`config.mk`:
```
export PLATFORM = sky130hd
export DESIGN_NAME = arduino_tx_link
export DESIGN_NICKNAME = d
export VERILOG_FILES = /design/src/rtl/arduino_link_pkg.sv /design/src/rtl/arduino_tx_link_fifo.sv /design/src/rtl/arduino_tx_link.sv
export SDC_FILE = /design/constraint.sdc
export NUM_CORES = 1
export LEC_CHECK = 0
export BUFFER_PORTS_ARGS = -buffer_cell sky130_fd_sc_hd__buf_2
export CAP_MARGIN = 20
export CORE_AREA = 2 2 138 140
export CTS_CLUSTER_DIAMETER = 40
export DETAILED_ROUTE_END_ITERATION = 10
export DIE_AREA = 0 0 140 142
export PLACE_DENSITY_LB_ADDON = 0.3
export RECOVER_POWER = 100
export SLEW_MARGIN = 40
export SYNTH_ARGS = -nofsm -noshare
export SYNTH_HDL_FRONTEND = slang
export SYNTH_SLANG_ARGS = --single-unit
```
`constraint.sdc`:
```
create_clock -name clk -period 2.1 [get_ports clk]
set_clock_uncertainty 0.05 [all_clocks]
set_input_delay 0.525 -clock clk [delete_from_list [all_inputs] [get_ports clk]]
set_output_delay 0.525 -clock clk [all_outputs]
set_load 0.1 [all_outputs]
```
`src/rtl/arduino_link_pkg.sv`:
```
// arduino_link_pkg: framing constants and FSM encoding shared by the GPIO link
// between the FPGA and the Arduino (arduino_tx_link outbound, arduino_fpga_comm inbound).
// No ports; imported with "import arduino_link_pkg::*;".
package arduino_link_pkg;

  // Default framing: 16-bit payload, 100 kbit/s at 50 MHz, 20 us inter-frame gap.
  localparam int DEF_DATA_W     = 16;
  localparam int DEF_FIFO_DEPTH = 4;
  localparam int DEF_BIT_CYCLES = 500;
  localparam int DEF_GAP_CYCLES = 1000;

  // State encodings kept as plain constants so legacy code can compare raw bits.
  localparam logic [1:0] ST_IDLE  = 2'd0;
  localparam logic [1:0] ST_LOAD  = 2'd1;
  localparam logic [1:0] ST_SHIFT = 2'd2;
  localparam logic [1:0] ST_GAP   = 2'd3;

  typedef enum logic [1:0] {
    IDLE  = ST_IDLE,
    LOAD  = ST_LOAD,
    SHIFT = ST_SHIFT,
    GAP   = ST_GAP
  } tx_state_t;

endpackage

```
`src/rtl/arduino_tx_link_fifo.sv`:
```
// tx_fifo: small synchronous FIFO buffering outbound words.
// Ports: clk, reset (async, active-high), push/push_data, pop/pop_data (head word,
// valid whenever not empty), count, full, empty. Pushes while full and pops while empty are ignored.
module tx_fifo #(
  parameter int DATA_W = 16,
  parameter int DEPTH  = 4
) (
  input  logic                       clk,
  input  logic                       reset,
  input  logic                       push,
  input  logic [DATA_W-1:0]          push_data,
  input  logic                       pop,
  output logic [DATA_W-1:0]          pop_data,
  output logic [$clog2(DEPTH):0]     count,
  output logic                       full,
  output logic                       empty
);

  localparam int AW = $clog2(DEPTH);
  localparam int CW = AW + 1;

  logic [DATA_W-1:0] mem [DEPTH];
  logic [AW-1:0]     wr_ptr;
  logic [AW-1:0]     rd_ptr;
  logic              do_push;
  logic              do_pop;

  assign full     = (count == CW'(DEPTH));
  assign empty    = (count == '0);
  // Full-check only uses the current count, so a simultaneous pop never frees a slot for a push.
  assign do_push  = push && !full;
  assign do_pop   = pop && !empty;
  assign pop_data = mem[rd_ptr];

  // Storage needs no reset: pointers and count define what is valid.
  always_ff @(posedge clk) begin
    if (do_push) begin
      mem[wr_ptr] <= push_data;
    end
  end

  // Pointers wrap naturally because DEPTH is a power of two.
  always_ff @(posedge clk or posedge reset) begin
    if (reset) begin
      wr_ptr <= '0;
      rd_ptr <= '0;
      count  <= '0;
    end else begin
      if (do_push) wr_ptr <= wr_ptr + AW'(1);
      if (do_pop)  rd_ptr <= rd_ptr + AW'(1);
      case ({do_push, do_pop})
        2'b10:   count <= count + CW'(1);
        2'b01:   count <= count - CW'(1);
        default: count <= count;
      endcase
    end
  end

endmodule

```
`src/rtl/arduino_tx_link.sv`:
```
// arduino_tx_link: buffers game-event words and serialises each one MSB first on
// tx_clk/tx_data/tx_frame (Arduino samples tx_data on tx_clk rising edges).
// Ports: clk, reset (async, active-high), wr_data/wr_valid/wr_ready write side,
// fifo_count, busy, frames_sent status, tx_clk/tx_data/tx_frame GPIO lines.
// Build option ARDUINO_TX_PARITY_EN appends an even-parity bit after the payload LSB.
module arduino_tx_link
  import arduino_link_pkg::*;
#(
  parameter int DATA_W     = DEF_DATA_W,
  parameter int FIFO_DEPTH = DEF_FIFO_DEPTH,
  parameter int BIT_CYCLES = DEF_BIT_CYCLES,
  parameter int GAP_CYCLES = DEF_GAP_CYCLES
) (
  input  logic                          clk,
  input  logic                          reset,
  input  logic [DATA_W-1:0]             wr_data,
  input  logic                          wr_valid,
  output logic                          wr_ready,
  output logic [$clog2(FIFO_DEPTH):0]   fifo_count,
  output logic                          busy,
  output logic [15:0]                   frames_sent,
  output logic                          tx_clk,
  output logic                          tx_data,
  output logic                          tx_frame
);

`ifdef ARDUINO_TX_PARITY_EN
  localparam int PAR_BITS = 1;
`else
  localparam int PAR_BITS = 0;
`endif
  localparam int FRAME_BITS = DATA_W + PAR_BITS;
  localparam int BIT_W      = $clog2(FRAME_BITS + 1);
  localparam int PH_W       = $clog2(BIT_CYCLES);
  localparam int GAP_W      = $clog2(GAP_CYCLES + 1);
  localparam int HALF       = BIT_CYCLES / 2;

  tx_state_t              state;
  logic [FRAME_BITS-1:0]  shreg;
  logic [BIT_W-1:0]       bit_cnt;
  logic [PH_W-1:0]        phase;
  logic [GAP_W-1:0]       gap_cnt;
  logic [DATA_W-1:0]      head;
  logic [FRAME_BITS-1:0]  load_word;
  logic                   fifo_full;
  logic                   fifo_empty;
  logic                   pop;

  assign wr_ready = !fifo_full;
  assign busy     = (state != IDLE);
  assign pop      = (state == LOAD);

  // Parity travels as an extra LSB of the shift register so the shifter stays uniform.
`ifdef ARDUINO_TX_PARITY_EN
  assign load_word = {head, ^head};
`else
  assign load_word = head;
`endif

  tx_fifo #(
    .DATA_W (DATA_W),
    .DEPTH  (FIFO_DEPTH)
  ) u_fifo (
    .clk       (clk),
    .reset     (reset),
    .push      (wr_valid),
    .push_data (wr_data),
    .pop       (pop),
    .pop_data  (head),
    .count     (fifo_count),
    .full      (fifo_full),
    .empty     (fifo_empty)
  );

  always_ff @(posedge clk or posedge reset) begin
    if (reset) begin
      state       <= IDLE;
      shreg       <= '0;
      bit_cnt     <= '0;
      phase       <= '0;
      gap_cnt     <= '0;
      tx_clk      <= 1'b0;
      tx_data     <= 1'b0;
      tx_frame    <= 1'b0;
      frames_sent <= '0;
    end else begin
      case (state)
        IDLE: begin
          if (!fifo_empty) state <= LOAD;
        end
        LOAD: begin
          shreg    <= load_word;
          bit_cnt  <= BIT_W'(FRAME_BITS - 1);
          phase    <= '0;
          tx_frame <= 1'b1;
          tx_clk   <= 1'b0;
          tx_data  <= load_word[FRAME_BITS-1];
          state    <= SHIFT;
        end
        SHIFT: begin
          if (phase == PH_W'(BIT_CYCLES - 1)) begin
            if (bit_cnt == '0) begin
              tx_frame    <= 1'b0;
              tx_clk      <= 1'b0;
              tx_data     <= 1'b0;
              gap_cnt     <= '0;
              frames_sent <= frames_sent + 16'd1;
              state       <= GAP;
            end else begin
              shreg   <= shreg << 1;
              bit_cnt <= bit_cnt - BIT_W'(1);
              phase   <= '0;
              tx_clk  <= 1'b0;
              tx_data <= shreg[FRAME_BITS-2];
            end
          end else begin
            phase  <= phase + PH_W'(1);
            // Registered, so decide on the phase about to be entered.
            tx_clk <= (phase >= PH_W'(HALF - 1));
          end
        end
        GAP: begin
          if (gap_cnt == GAP_W'(GAP_CYCLES - 1)) begin
            state <= IDLE;
          end else begin
            gap_cnt <= gap_cnt + GAP_W'(1);
          end
        end
        default: state <= IDLE;
      endcase
    end
  end

endmodule

```
==> impl_metrics.tcl <==
set metrics [dict create \
    status "finished, violations left" \
    violations "design-rule violations" \
    rr_endpoint "shreg[8]$_DFFE_PP0P_" \
    worst_pin_slew_ns 1.21 \
    yosys_warnings 0 \
    rows 50 \
    start_kind "flip-flop" \
    syn_to_final_growth_pct 24.1 \
    synth.distinct_cells 65 \
    cap_violations 0 \
    grt_usage 0.137 \
    hold_viol 0 \
    fin_setup_tns_ns 0 \
    min_path_type "input pin to flip-flop" \
    place.gp.congestion 0.813 \
    critical_path.max_fanout 7 \
    cts_sinks 131 \
    synth_nets 512 \
    yosys.area.top_type "edfxtp_1" \
    layout_min_cycle_time_ns 2.04 \
    final_max_slew_viol_count 0 \
    synthSimpleGateAreaFrac 0.146 \
    netlist_area_sq_um 6110 \
    worstPathRequired_ns 2.35 \
    dp.cells 766 \
    worstSetupEndpointType "flip-flop" \
    drt_pass1_iterations 7 \
    critPathSlowestCell "dfrtp_1" \
    cts_tree "built" \
    hold_end "u_fifo.mem[1][7]$_DFFE_PP_" \
    grt_max_degree 34 \
    drc 2 \
    synth_seq_cells 131 \
    cts-buffers-inserted 17 \
    dr_wl_met3_um 407 \
    cts_root_buf "clkbuf_16" \
    design.core.area_sq_um 18500 \
    wl_per_cell_um 16.2 \
    holdBufCountCts 0 \
    synth_most_common_cell "dfrtp_1" \
    initial_core_util 0.331 \
    synthAdderAreaFrac 0.0340 \
    instances_no_fill 805 \
    grt_pass1_vias 4114 \
    peakVddDrop_v 0.000807 \
    drtAntennaViolNets 0 \
    worstSetupPathType "flip-flop to flip-flop" \
    whs_ns 0.303 \
    clock_latency_ns 0.42 \
    drtIter0Drc 169 \
    yosysSeqAreaShare 0.589 \
    vias 4059 \
    die-area_sq_um 19900 \
    multi_input_area_sq_um 2430 \
    clkTransAtPathRegs_ns 0.06 \
    synth_top_family_by_area "simple AND/OR/NAND/NOR gates" \
    pwr_density_cell_nw_per_um2 1400 \
    portBuffers 42 \
    wl_met2_um 6520 \
    worstRegToRegCells 9 \
    setup_viol_count_final 0 \
    rrSetupSlack_ns 0.06 \
    cts.htree.levels 4 \
    r2r-start "bit_cnt[0]$_DFFE_PP0P_" \
    synth_edf_count 64 \
    hpwl_um 8870 \
    n_fill_cell 1730 \
    async_flop_share 0.511 \
    finalCritPeriodShare 0.970 \
    yosys.area_share.xor_xnor 0.0301 \
    n_antenna_cell 0 \
    worst_path_largest_cell_delay_ns 0.38 \
    syn_inst 477 \
    routed_via_density 5.04 \
    clock_path_buffers 2 \
    synth_top_area_share 0.314 \
    grt.overflow.total 0 \
    die_y_um 142 \
    synth-compound-area-share 0.0749 \
    wl_um 13100 \
    synth.cells.most_frequent "dfrtp_1 (67), edfxtp_1 (64), nand2_1 (61)" \
    p_leak_nw 3.07 \
    synthMuxAreaShare 0.0968 \
    io_pins 43 \
    routedLengthMet1_um 5960 \
    relSlewSlack 0.190 \
    die_w_um 140 \
    holdPathStages 1 \
    syn_avg_cell_area_sq_um 12.8 \
    highest_layer "met4" \
    seq_area_sq_um 3600 \
    synth_flop_cell "dfrtp_1" \
    yosys-top-cells-area "edfxtp_1 (31%), dfrtp_1 (27%), mux4_2 (5.9%), nand2_1 (3.7%), mux2_2 (3.1%)" \
    drive_above_1_share 0.280 \
    min-delay-start "wr_data[7]" \
    cp_cell_sequence "inv_2 -> ha_4 -> buf_6 -> nor4b_4 -> buf_4 -> nor3_4 -> o21ai_4 -> clkbuf_16 -> mux2_2" \
    arrival_ns 2.29 \
    fmax_mhz 491 \
    antenna_found_initial 0 \
    final_nets 594 \
    grt_first_pass_wirelength_um 21300 \
]
[final cells by class]
type / count / area share
sequential: 131 / 0.475
multi-input combinational: 304 / 0.321
timing repair buffer: 84 / 0.0793
clock buffer: 18 / 0.0566
tap: 234 / 0.0386
clock inverter: 13 / 0.0196
inverter: 21 / 0.0106
[where the power goes]
part / internal [mW] / switching (mW)
clock: 1.76 / 1.15
sequential: 3.31 / 0.284
combinational: 1.83 / 2.31
total: 6.90 / 3.74
[how the worst max path moves through the flow]
stage	slack [ns]	from	endpoint	depth (start not counted)
6_report	0.06	bit_cnt[0]$_DFFE_PP0P_	shreg[8]$_DFFE_PP0P_	9
5_1_grt	-0.02	bit_cnt[0]$_DFFE_PP0P_	shreg[6]$_DFFE_PP0P_	9
4_1_cts	0.01	state[1]$_DFFE_PP0P_	u_fifo.count[2]$_DFFE_PP0P_	9
3_5_place_dp	-0.002	bit_cnt[0]$_DFFE_PP0P_	gap_cnt[8]$_DFFE_PP0P_	8
3_3_place_gp	0.03	bit_cnt[0]$_DFFE_PP0P_	gap_cnt[8]$_DFFE_PP0P_	8
2_1_floorplan	-0.38	u_fifo.count[2]$_DFFE_PP0P_	u_fifo.count[2]$_DFFE_PP0P_	9
[critical path: cells and delay by family, from the launching register on]
family                   cells  cell delay [ns]
multiplexers                 1             0.32
adder cells (fa/ha/maj)      1             0.14
buffers and inverters        4             0.56
flip-flops                   1             0.38
AND/OR/NAND/NOR              2             0.26
AO/OA/AOI/OAI                1             0.22
[through the flow]
stage | power [mW] | instance area (sq um) | setup WS (ns) | util
after floorplan | 6.45 | 6160 | -0.385 | -
after global placement | 7.54 | 6890 | 0.0330 | 0.373
after detailed placement | 7.65 | 6890 | -0.00194 | 0.373
after CTS | 10.6 | 7460 | 0.0134 | 0.404
after global routing | 11.3 | 7580 | -0.0188 | 0.411
final | 10.6 | 7580 | 0.0636 | 0.411
[placed cells by master, fill, tap and decap left out, types with 6 or more instances in the layout]
master	n
a21oi_1	7
clkbuf_1	19
xnor2_1	12
ha_1	13
nand2_1	61
xor2_1	9
clkbuf_16	18
and3_1	11
o21ai_0	17
nor2_1	18
nor3_1	12
inv_6	6
mux2_2	17
nand4_1	12
buf_2	23
inv_1	12
nand3_1	14
inv_2	7
dfrtp_1	65
mux4_2	16
buf_4	31
nor4_1	6
edfxtp_1	64
[what timing repair did]
item                                    4_1_cts  5_1_grt
buffers inserted                              0        7
gates resized for setup                       1       15
endpoints found under the setup margin        1       37
gates cloned                                  0        1
pin swaps                                     0        3
[registers in the layout (all words and copies together) (netlist names), 2 cells and up]
name,cells
bit_cnt,5
frames_sent,16
gap_cnt,10
phase,9
shreg,15
state,2
u_fifo.count,3
u_fifo.mem,64
u_fifo.rd_ptr,2
u_fifo.wr_ptr,2
[layer usage]
metal	GRT usage	up-vias
li1	-	1951
met1	0.171	2030
met2	0.232	60
met3	0.0330	18
met4	0.0553	0
met5	0	-
[kinds of logic (layout without fill, tap and decap cells)]
logic type,Yosys count,in the layout
flip-flops,131,131
AO/OA/AOI/OAI,65,65
XOR/XNOR,21,21
adder cells (fa/ha/maj),16,16
multiplexers,37,37
buffers and inverters,42,136
AND/OR/NAND/NOR,165,165
No activity file was read; power rests on OpenSTA's default activity.
